File: src/rtl/typeracer_pkg.sv
// Shared constants and state encoding for the TypeRacer text path.
package typeracer_pkg;

    localparam int CW      = 5;
    localparam int N_CHARS = 25;

    localparam logic [4:0] CH_BLANK = 5'd0;
    localparam logic [4:0] CH_SPACE = 5'd27;
    localparam logic [4:0] CH_MAX   = 5'd27;

    typedef enum logic [1:0] {
        IDLE = 2'd0,
        RUN  = 2'd1,
        DONE = 2'd2
    } state_t;

endpackage

File: src/rtl/sec_timer.sv
// Elapsed-seconds timer: free tick counter that wraps once per second and a
// saturating 15-bit seconds count. Counts only while en is high.
module sec_timer #(
    parameter int TICKS_PER_SEC = 100_000_000
) (
    input  logic        clk,
    input  logic        rst,
    input  logic        clr,
    input  logic        en,
    output logic [14:0] times
);

    localparam int TW = (TICKS_PER_SEC > 1) ? $clog2(TICKS_PER_SEC) : 1;
    localparam logic [TW-1:0] TICK_LAST = TW'(TICKS_PER_SEC - 1);

    logic [TW-1:0] r_tick;
    logic [14:0]   r_sec;

    // Tick counter and saturating seconds; clr restarts both from zero.
    always_ff @(posedge clk) begin
        if (rst || clr) begin
            r_tick <= '0;
            r_sec  <= '0;
        end else if (en) begin
            if (r_tick == TICK_LAST) begin
                r_tick <= '0;
                if (r_sec != '1) begin
                    r_sec <= r_sec + 15'd1;
                end
            end else begin
                r_tick <= r_tick + 1'b1;
            end
        end
    end

    assign times = r_sec;

endmodule

File: src/rtl/type_ctrl.sv
// Keystroke sequencer: game FSM, typed-text array, per-slot correctness
// against the target sentence and the elapsed-seconds timer.
module type_ctrl #(
    parameter int N_CHARS       = 25,
    parameter int CW            = 5,
    parameter int TICKS_PER_SEC = 100_000_000
) (
    input  logic                  clk,
    input  logic                  rst,
    input  logic                  start,
    input  logic                  key_valid,
    input  logic [CW-1:0]         key_code,
    input  logic                  key_bksp,
    input  logic [N_CHARS*CW-1:0] target,
    input  logic [4:0]            tot,
    output logic [N_CHARS*CW-1:0] type_out,
    output logic [N_CHARS-1:0]    correct,
    output logic [4:0]            correct_cnt,
    output logic [14:0]           times,
    output logic                  busy,
    output logic                  done
);

    import typeracer_pkg::*;

    localparam int IW = $clog2(N_CHARS + 1);

    state_t                r_state;
    logic [N_CHARS*CW-1:0] r_type;
    logic [N_CHARS-1:0]    r_correct;
    logic [4:0]            r_cnt;
    logic [IW-1:0]         r_cur;
    logic [IW-1:0]         r_len;

    logic [IW-1:0]         w_len;
    logic [IW-1:0]         w_next;
    logic [IW-1:0]         w_prev;
    logic                  w_char;
    logic                  w_run;
    logic [4:0]            w_pop;

    assign w_len  = (int'(tot) > N_CHARS) ? IW'(N_CHARS) : IW'(tot);
    assign w_next = r_cur + 1'b1;
    assign w_prev = r_cur - 1'b1;
    assign w_char = (key_code != CW'(CH_BLANK)) && (key_code <= CW'(CH_MAX));
    assign w_run  = (r_state == RUN);

    // FSM, text array and correctness; start takes priority over any key.
    always_ff @(posedge clk) begin
        if (rst) begin
            r_state   <= IDLE;
            r_type    <= '0;
            r_correct <= '0;
            r_cur     <= '0;
            r_len     <= '0;
        end else if (start) begin
            r_len     <= w_len;
            r_type    <= '0;
            r_correct <= '0;
            r_cur     <= '0;
            r_state   <= (w_len == '0) ? DONE : RUN;
        end else if (w_run && key_valid) begin
            if (key_bksp) begin
                if (r_cur != '0) begin
                    r_type[w_prev*CW +: CW] <= '0;
                    r_correct[w_prev]       <= 1'b0;
                    r_cur                   <= w_prev;
                end
            end else if (w_char && (r_cur < r_len)) begin
                r_type[r_cur*CW +: CW] <= key_code;
                r_correct[r_cur]       <= (key_code == target[r_cur*CW +: CW]);
                r_cur                  <= w_next;
                if (w_next == r_len) begin
                    r_state <= DONE;
                end
            end
        end
    end

    // Popcount of the registered correctness vector.
    always_comb begin
        w_pop = '0;
        for (int unsigned i = 0; i < N_CHARS; i++) begin
            w_pop = w_pop + 5'(r_correct[i]);
        end
    end

    // Correct count lags the correctness vector by one cycle.
    always_ff @(posedge clk) begin
        if (rst) begin
            r_cnt <= '0;
        end else begin
            r_cnt <= w_pop;
        end
    end

    sec_timer #(
        .TICKS_PER_SEC(TICKS_PER_SEC)
    ) u_sec_timer (
        .clk  (clk),
        .rst  (rst),
        .clr  (start),
        .en   (w_run),
        .times(times)
    );

    assign type_out    = r_type;
    assign correct     = r_correct;
    assign correct_cnt = r_cnt;
    assign busy        = (r_state == RUN);
    assign done        = (r_state == DONE);

endmodule

File: config.mk
export PLATFORM = sky130hd
export DESIGN_NAME = type_ctrl
export DESIGN_NICKNAME = d
export VERILOG_FILES = /design/src/rtl/typeracer_pkg.sv /design/src/rtl/sec_timer.sv /design/src/rtl/type_ctrl.sv
export SDC_FILE = /design/constraint.sdc
export NUM_CORES = 1
export LEC_CHECK = 0
export CORE_MARGIN = 10
export CORE_UTILIZATION = 60
export DETAILED_ROUTE_END_ITERATION = 12
export DONT_BUFFER_PORTS = 1
export PLACE_DENSITY = 0.85
export SLEW_MARGIN = 0
export SYNTH_ARGS = -nofsm -noshare
export SYNTH_HDL_FRONTEND = slang
export SYNTH_SLANG_ARGS = --single-unit
File: constraint.sdc
create_clock -name clk -period 5.8 [get_ports clk]
set_clock_uncertainty 0.15 [all_clocks]
set_input_delay 1.74 -clock clk [delete_from_list [all_inputs] [get_ports clk]]
set_output_delay 1.74 -clock clk [all_outputs]
set_load 0.1 [all_outputs]
-- Word-level counts from Yosys, hierarchy flattened
Index checks and enable logic that the tools add are counted.
W data, S select, Z words.
- flip-flop bits (word level): 209
- bits in latches: 0
- memory bits (writable): 0
- memory bits (read-only): 0
- input bits: 140
- output and inout port bits: 172
- logic and storage cells: 103
- memories kept: 0
- add/subtract/negate cells: 30
- multiply operators: 2
- divide/modulo/power cells: 0
- $lt $le $gt $ge: 7
- equality and inequality tests: 8
- shifts and indexed selects: 5
- multiplexer cells: 24
- bitwise logic cells: 2
- reductions and logical operators: 17
- operators with widths (cell ; count):
    $mux W125 ; 3
    $bwmux W125 ; 2
    $shift A5 B34 Y125 const A ; 2
    $shiftx A125 B9 Y5 ; 1
    $shiftx A5 B34 Y125 ; 1
    $shiftx A5 B34 Y125 const A ; 1
    $add A5 B1 Y5 ; 20
    $mux W25 ; 3
    $neg A8 Y34 ; 2
    $add A27 B1 Y27 const B ; 1
    $eq A27 B27 Y1 const B ; 1
    $mux W27 ; 1
    $and A25 B25 Y25 ; 1
    $bwmux W25 ; 1
    $not A25 Y25 ; 1
    $mux W5 ; 4
    $mul A5 B3 Y8 const B ; 2
    $add A15 B1 Y15 const B ; 1
    $ne A15 B15 Y1 const B ; 1
    $lt A5 B6 Y1 const B ; 2
    $mux W2 ; 6
    $demux W1 S5 ; 2
    $eq A5 B5 Y1 ; 2
    $ge A5 B1 Y1 const B ; 2
    other kinds (22) ; 32

-- Logic depth before layout (Yosys ltp)
Gate-level depths: netlist of run 1.
- depth after elaboration: 24
- gate-level depth with buffers: 16
- depth with buffers taken out: 14

-- Modules after synthesis
From an unflattened synthesis of run 1, not the netlist that was laid out.
- cell total of the unflattened synthesis: 1313
- area, all modules: 11478.5 um^2
- by module, submodules not included (module ; instances ; cells an instance ; area each (um^2)):
    type_ctrl ; 1 ; 1074 ; 9460.3
    sec_timer ; 1 ; 239 ; 2018.2

-- Worst setup path after synthesis of run 1
OpenSTA, ideal clock, no wires.
- kind: reg-to-reg
- start: register r_correct[5] (netlist: correct[5])
- end: register r_cnt[4] (netlist: correct_cnt[4])
- setup time: 0.128 ns
- arrival: 4.559 ns
- required time: 5.522 ns
- slack: 0.963 ns
- stages on the path, launching flop included: 13
- path buffers: 0
- period minus slack after synthesis: 4.837 ns
- path through: dfxtp_1 inv_1 fa_1 fa_1 fa_1 fa_1 fa_1 fa_1 inv_1 fa_1 a21o_1 a21oi_1 nor2_1
- longest elaborated chain between the ends: 20
- RTL lines (item ; RTL line ; RTL):
    from (decl) ; type_ctrl.sv:30 ; logic [N_CHARS-1:0] r_correct;
    from (signal, indexed assignment) ; type_ctrl.sv:71 ; r_correct[r_cur] <= (key_code == target[r_cur*CW +: CW]);
    $add A5 B1 Y5 (20 in a row) ; type_ctrl.sv:84 ; w_pop = w_pop + 5'(r_correct[i]);
    to (signal assigned) ; type_ctrl.sv:93 ; r_cnt <= w_pop;
    to (decl) ; type_ctrl.sv:31 ; logic [4:0] r_cnt;
No other way between the ends.
A chain may end at the register's enable or synchronous reset.

-- Worst setup path in the final report of run 1
- start: register r_correct[0] (netlist: correct[0])
- end: register r_cnt[4] (netlist: correct_cnt[4])
- longest elaborated chain between the ends: 24
- RTL lines (item ; RTL line):
    $add A1 B1 Y2 ; type_ctrl.sv:84
    $add A2 B1 Y3 ; type_ctrl.sv:84
    $add A3 B1 Y4 ; type_ctrl.sv:84
    $add A4 B1 Y5 ; type_ctrl.sv:84
    $add A5 B1 Y5 (20 in a row) ; type_ctrl.sv:84
No other way between the ends.

==> impl_metrics.py, run 1 <==
metrics = {
    "sta": {
        "finalHoldViolCount": 0,
        "worst_slew_margin_rel_pct": 19.4,
        "setup_total_negative_slack_ns": 0,
        "setup_viol": 0,
        "tightestPinTransition_ns": 1.20,
        "slew_viol_final": 0,
        "grt_setup_unrepaired": "false",
        "min_period_over_period_pct": 78.0,
        "period_needed_ns": 4.52,
        "fmaxAchievable_ghz": 0.221,
    },
    "routing": {
        "antenna_left": 0,
        "finalWirelength_um": 39800,
        "drt_pass1_iterations": 6,
        "detail_route.vias_per_cell": 6.68,
        "drt_drc_violations_left": 0,
        "vias": 11100,
        "dr.first_iter.drc_count": 1143,
        "routed_wire_length_per_instance_um": 23.9,
    },
    "synth": {
        "synth_edf_count": 0,
        "synth.net_count": 1602,
        "yosys-top-cells-count": "dfxtp_1, nor2_1, nand2_1",
        "synth.yosys.warnings": 0,
        "syn_inst": 1423,
        "ys_top_cells_by_area": "dfxtp_1, mux2i_1, nor2_1",
        "post-synth-top-area-cell": "dfxtp_1",
        "syn_area_um2": 12100,
        "average_instance_area_after_synthesis_um2": 8.49,
        "async_set_or_reset_register_ratio_after_synthesis_pct": 0,
        "synth.yosys.seq_area_share_pct": 34.6,
        "ys_dominant_reg_cell": "dfxtp_1",
        "synthMostInstantiatedCell": "dfxtp_1",
        "synth_cell_type_count": 82,
        "synthDominantCellAreaShare_pct": 34.6,
        "synth_seq_cells": 209,
    },
    "clock_tree": {
        "clk-insertion-delay-late_ns": 0.51,
        "clockBufferDepth": 3,
        "clock_slew_at_the_register_clock_pins_of_the_worst_setup_and_hold_paths_ns": 0.06,
        "clock-sinks": 209,
        "cts_setup_buffers": 0,
        "post_cts_hold_buffer_count": 0,
        "cts.repair.resized": 0,
        "cts_root_buffer": "clkbuf_16",
        "tritoncts.num_buffers": 22,
        "htreeDepth": 1,
        "tritoncts": "built",
    },
    "setup_path": {
        "required_ns": 6.04,
        "crit_fanout": 2,
        "cp-end-kind": "flop",
        "timing.setup.critical_path_class": "reg2reg",
        "startpoint_type": "flop",
        "worst-endpoint-arrival_ns": 4.76,
    },
    "power_and_ir_drop": {
        "total_power_mw": 3.09,
        "vdd.ir_drop.worst_mv": 0.215,
        "power_density_over_the_cells_nw_per_um2": 238,
        "lkg_pwr_nw": 4.38,
    },
    "floorplanning": {
        "floorplan.die_area_um2": 26200,
        "start_util_pct": 61.5,
        "fp.dieW_um": 162,
        "core-area_um2": 19700,
        "die_h_um": 162,
        "design.portCount": 312,
        "placementRows": 51,
    },
    "global_routing": {
        "number_of_global_route_vias_before_repair": 10700,
        "number_of_antenna_violations_at_the_first_check_in_global_routing": 0,
        "grt_pass1_wl_um": 61200,
        "gr-usage-all-layers_pct": 28.7,
        "residual_overflow_from_global_routing": 0,
        "grt_start_max_net_pins": 76,
    },
    "run_status": {
        "outcome": "complete, no violations",
    },
    "layout": {
        "layout-drive-gt1-share_pct": 9.94,
        "fillers": 1627,
        "nNetsFinal": 1563,
        "area_growth_pct": 7.62,
        "num_antenna_cells": 0,
    },
    "job": {
        "maxCapViolations": 0,
    },
    "place": {
        "dp_hpwl_um": 29200,
        "gpl.final_weighted_congestion": 0.926,
        "portBuffers": 0,
    },
    "worst_hold_path": {
        "min-delay-path-class": "reg2reg",
    },
}
## per-stage QoR
step / instances / hold WS [ns] / cell area [um^2] / setup WS [ns] / util [%]
floorplan: 1423 / 0.308 / 12100 / 0.963 / -
global placement: 1625 / 0.322 / 12300 / 1.32 / 62.4
detailed placement: 1625 / 0.340 / 12300 / 1.27 / 62.4
CTS: 1663 / 0.348 / 13000 / 1.25 / 66.2
global route: 1663 / 0.387 / 13000 / 1.06 / 66.2
finish: 1663 / 0.347 / 13000 / 1.28 / 66.2
## registers in the layout, indices dropped and copies added, names as in the netlist
name	count
type_out	125
u_sec_timer.r_tick	27
correct_cnt	5
correct	25
r_cur	5
r_state	2
u_sec_timer.times	15
r_len	5
## worst max-delay path, cell delays in order, from the launching register on
cell,delay (ns)
dfxtp_1,0.31
buf_4,0.29
inv_1,0.13
fa_1,0.58
fa_1,0.45
fa_1,0.55
fa_1,0.44
fa_1,0.52
fa_1,0.16
inv_1,0.06
fa_1,0.40
a21o_1,0.20
a21oi_1,0.14
nor2_1,0.05
## per-layer routing
layer / up-vias / global-route usage, % / wire [um] / share of wire (%)
li1: 5037 / - / - / -
met1: 5279 / 34.7 / 14900 / 37
met2: 682 / 46.7 / 18800 / 47
met3: 119 / 9.86 / 4840 / 12
met4: 0 / 9.35 / 1290 / 3.2
met5: - / 0 / 0 / 0
## power by group
group | leakage, nW | internal [mW] | switching (mW) | total (mW)
clock network | 0.361 | 0.897 | 0.559 | 1.46
registers | 1.69 | 1.44 | 0.0136 | 1.45
logic | 2.34 | 0.0593 | 0.121 | 0.180
## final cells by class
type	count	area [um^2]	area share, %
flip-flops and latches	209	4190	32.2
well taps	265	332	2.55
clock inverters	4	95.1	0.731
repair buffers	41	308	2.37
clock buffers	34	647	4.97
multi-input cells	1054	7230	55.6
inverters	56	210	1.62
## logic make-up after synthesis
group | share of synthesized area [%]
and+or+nand+nor | 22.9
AOI/OAI and AO/OA | 16.7
DFF | 34.6
buffers and inverters | 5.79
muxes | 10.8
xor gates and xnor gates | 4.02
adders and majority gates | 5.16
## final timing paths
path / from / endpoint / slack, ns / cells after the start
setup / recovery: correct[0] / correct_cnt[4] / 1.28 / 13
hold / removal: u_sec_timer.r_tick[16] / u_sec_timer.r_tick[16] / 0.35 / 2
setup reg to reg: correct[0] / correct_cnt[4] / 1.28 / 13
hold reg to reg: u_sec_timer.r_tick[16] / u_sec_timer.r_tick[16] / 0.35 / 2
## cell usage in the layout (no fill, tap or decap), types with 26 or more instances in the layout
cell type / count
buf_4: 41
nand3_1: 101
inv_1: 56
nor3_1: 26
mux2i_1: 84
o21ai_0: 39
dfxtp_1: 206
nand2_1: 113
a21oi_1: 57
nor2_1: 195
xnor2_1: 30
(Power assumes the default switching activity.)
==> inputs of run 2 (changes only) <==
--- a/config.mk
+++ b/config.mk
@@ -6,7 +6,7 @@
 export NUM_CORES = 1
 export LEC_CHECK = 0
 export CORE_MARGIN = 10
-export CORE_UTILIZATION = 60
+export CORE_UTILIZATION = 58
 export DETAILED_ROUTE_END_ITERATION = 12
 export DONT_BUFFER_PORTS = 1
 export PLACE_DENSITY = 0.85
==> constraint.sdc (replaced) <==
create_clock -name clk -period 3.67 [get_ports clk]
set_clock_uncertainty 0.15 [all_clocks]
set_input_delay 1.101 -clock clk [delete_from_list [all_inputs] [get_ports clk]]
set_output_delay 1.101 -clock clk [all_outputs]
set_load 0.1 [all_outputs]
==> impl_metrics.py, run 2 (synthesis results as in run 1) <==
metrics = {
    "sta": {
        "finalHoldViolCount": 0,
        "setup_ws_ns": -0.479,
        "tightestPinTransition_ns": 1.08,
        "slew_viol_final": 0,
        "period_needed_ns": 4.15,
        "setup_viol": 5,
        "min_period_over_period_pct": 113,
        "worst_slew_margin_rel_pct": 28.1,
        "grt_setup_unrepaired": "true",
        "fmaxAchievable_ghz": 0.241,
    },
    "power_and_ir_drop": {
        "power_frac_seq_pct": 47.4,
        "vdd.ir_drop.worst_mv": 0.383,
        "total_power_mw": 4.83,
        "share_comb_of_total_power_pct": 6.4,
        "power_report.internal_total_mw": 3.69,
        "power_density_over_the_cells_nw_per_um2": 355,
        "power_switching_share_pct": 23.5,
        "lkg_pwr_nw": 4.71,
        "power.share.clock_pct": 46.2,
        "switching_power_of_the_nets_mw": 1.13,
    },
    "routing": {
        "dr.first_iter.drc_count": 1486,
        "antenna_left": 0,
        "finalWirelength_um": 41600,
        "detail_route.vias_per_cell": 6.63,
        "routed_wire_length_per_instance_um": 24.0,
        "drt_drc_violations_left": 0,
        "vias": 11500,
        "drt_pass1_iterations": 6,
    },
    "floorplanning": {
        "start_util_pct": 59.3,
        "design.portCount": 312,
        "fp.dieW_um": 164,
        "die_h_um": 164,
        "placementRows": 52,
        "floorplan.die_area_um2": 27000,
        "core-area_um2": 20400,
    },
    "layout": {
        "num_antenna_cells": 0,
        "share_of_the_core_filled_with_cells_in_the_final_layout_pct": 66.7,
        "largest_register_ffs": 125,
        "layout-drive-gt1-share_pct": 16.2,
        "final_common_cell": "nor2_1",
        "nNetsFinal": 1629,
        "layout_common_cells": "nor2_1, dfxtp_1, nand2_1",
        "fillers": 1619,
        "area_growth_pct": 12.4,
    },
    "setup_path": {
        "cp-end-kind": "flop",
        "startpoint_type": "flop",
        "crit_fanout": 2,
        "worst-endpoint-arrival_ns": 4.40,
        "crit_chain": "fa_1 -> fa_1 -> inv_1 -> fa_1 -> fa_1 -> fa_1 -> fa_2 -> inv_2 -> fa_2 -> nor2b_1",
        "critPathMostFrequentCell": "fa_1",
        "slowest_delay_ns": 0.55,
        "timing.setup.critical_path_class": "reg2reg",
        "required_ns": 3.92,
        "cpMaxStageDelayCell": "fa_1",
    },
    "clock_tree": {
        "htreeDepth": 1,
        "clock_slew_at_the_register_clock_pins_of_the_worst_setup_and_hold_paths_ns": 0.06,
        "cts_root_buffer": "clkbuf_16",
        "post_cts_hold_buffer_count": 0,
        "clockBufferDepth": 3,
        "clock-sinks": 209,
        "tritoncts": "built",
        "tritoncts.num_buffers": 22,
        "clk-insertion-delay-late_ns": 0.50,
        "cts_setup_buffers": 0,
    },
    "global_routing": {
        "number_of_global_route_vias_before_repair": 11100,
        "grt_pass1_wl_um": 63600,
        "gr-usage-all-layers_pct": 29.3,
        "number_of_antenna_violations_at_the_first_check_in_global_routing": 0,
        "residual_overflow_from_global_routing": 0,
        "grt_start_max_net_pins": 57,
    },
    "job": {
        "maxCapViolations": 0,
    },
    "run_status": {
        "failed_checks": "setup timing",
        "outcome": "complete, but fails checks",
    },
    "place": {
        "dp_worst_setup_slack_ns": -0.430,
        "dp_hpwl_um": 30700,
        "gpl.final_weighted_congestion": 0.964,
        "portBuffers": 0,
    },
    "worst_hold_path": {
        "min-delay-path-class": "reg2reg",
    },
}
==> run 2: cell types whose count changed in the layout (fill, tap and decap cells not counted), moves of 4 or more <==
cell / previous run / this run
buf_4: 41 / 105
clkinvlp_4: 0 / 4
dfxtp_1: 206 / 190
dfxtp_2: 3 / 7
dfxtp_4: 0 / 12
inv_1: 56 / 48
inv_2: 0 / 8
==> run 2: timing repair <==
action	CTS	global route
endpoints found under the hold margin	0	0
resized for setup	3	1
pin swaps	9	6
setup endpoints to repair	5	5
==> run 2: metrics by stage <==
stage / TNS, ns / hold WS (ns) / std cells / instance area (um^2)
final: -1.84 / 0.346 / 1735 / 13600
after global routing: -2.28 / 0.395 / 1735 / 13600
after CTS: -1.56 / 0.345 / 1735 / 13600
after detailed placement: -1.66 / 0.336 / 1696 / 12800
after global placement: -1.25 / 0.321 / 1696 / 12800
after floorplan: -1.97 / 0.308 / 1423 / 12100
==> run 2: worst max-delay path: cells and delay by family, from the launching register on <==
| family | cells | cell delay, ns |
|---|---|---|
| AND/OR/NAND/NOR | 1 | 0.13 |
| flip-flops | 1 | 0.35 |
| buffers and inverters | 2 | 0.13 |
| adder cells (fa/ha/maj) | 7 | 3.29 |
==> run 2: final cells by class <==
cell class	instances	area, um^2	share of cell area [%]
tap	270	338	2.49
clock buffer	30	612	4.50
sequential	209	4240	31.2
inverter	56	210	1.55
timing repair buffer	107	828	6.10
multi-input combinational	1054	7250	53.4
clock inverter	9	110	0.810
==> run 2: layer usage <==
metal / track usage [%] / share of wire, % / up-vias
met5: 0 / 0 / -
met4: 11.0 / 3.8 / 0
met3: 9.46 / 13 / 140
met2: 47.6 / 48 / 729
met1: 35.4 / 36 / 5482
li1: - / - / 5157
==> run 2: final timing paths <==
| check | from | to | slack, ns | cells after the start |
|---|---|---|---|---|
| worst max-delay path | correct[11] | correct_cnt[1] | -0.48 | 10 |
| worst min-delay path | u_sec_timer.r_tick[16] | u_sec_timer.r_tick[16] | 0.35 | 2 |
| worst max register to register | correct[11] | correct_cnt[1] | -0.48 | 10 |
| worst min register to register | u_sec_timer.r_tick[16] | u_sec_timer.r_tick[16] | 0.35 | 2 |
==> run 2: power by group through the flow <==
stage / Clock, mW / Sequential [mW] / Combinational (mW)
6_report: 2.23 / 2.29 / 0.311
5_1_grt: 2.34 / 2.29 / 0.332
4_1_cts: 2.24 / 2.29 / 0.304
3_5_place_dp: 0 / 2.34 / 0.301
3_3_place_gp: 0 / 2.34 / 0.294
2_1_floorplan: 0 / 2.34 / 0.232
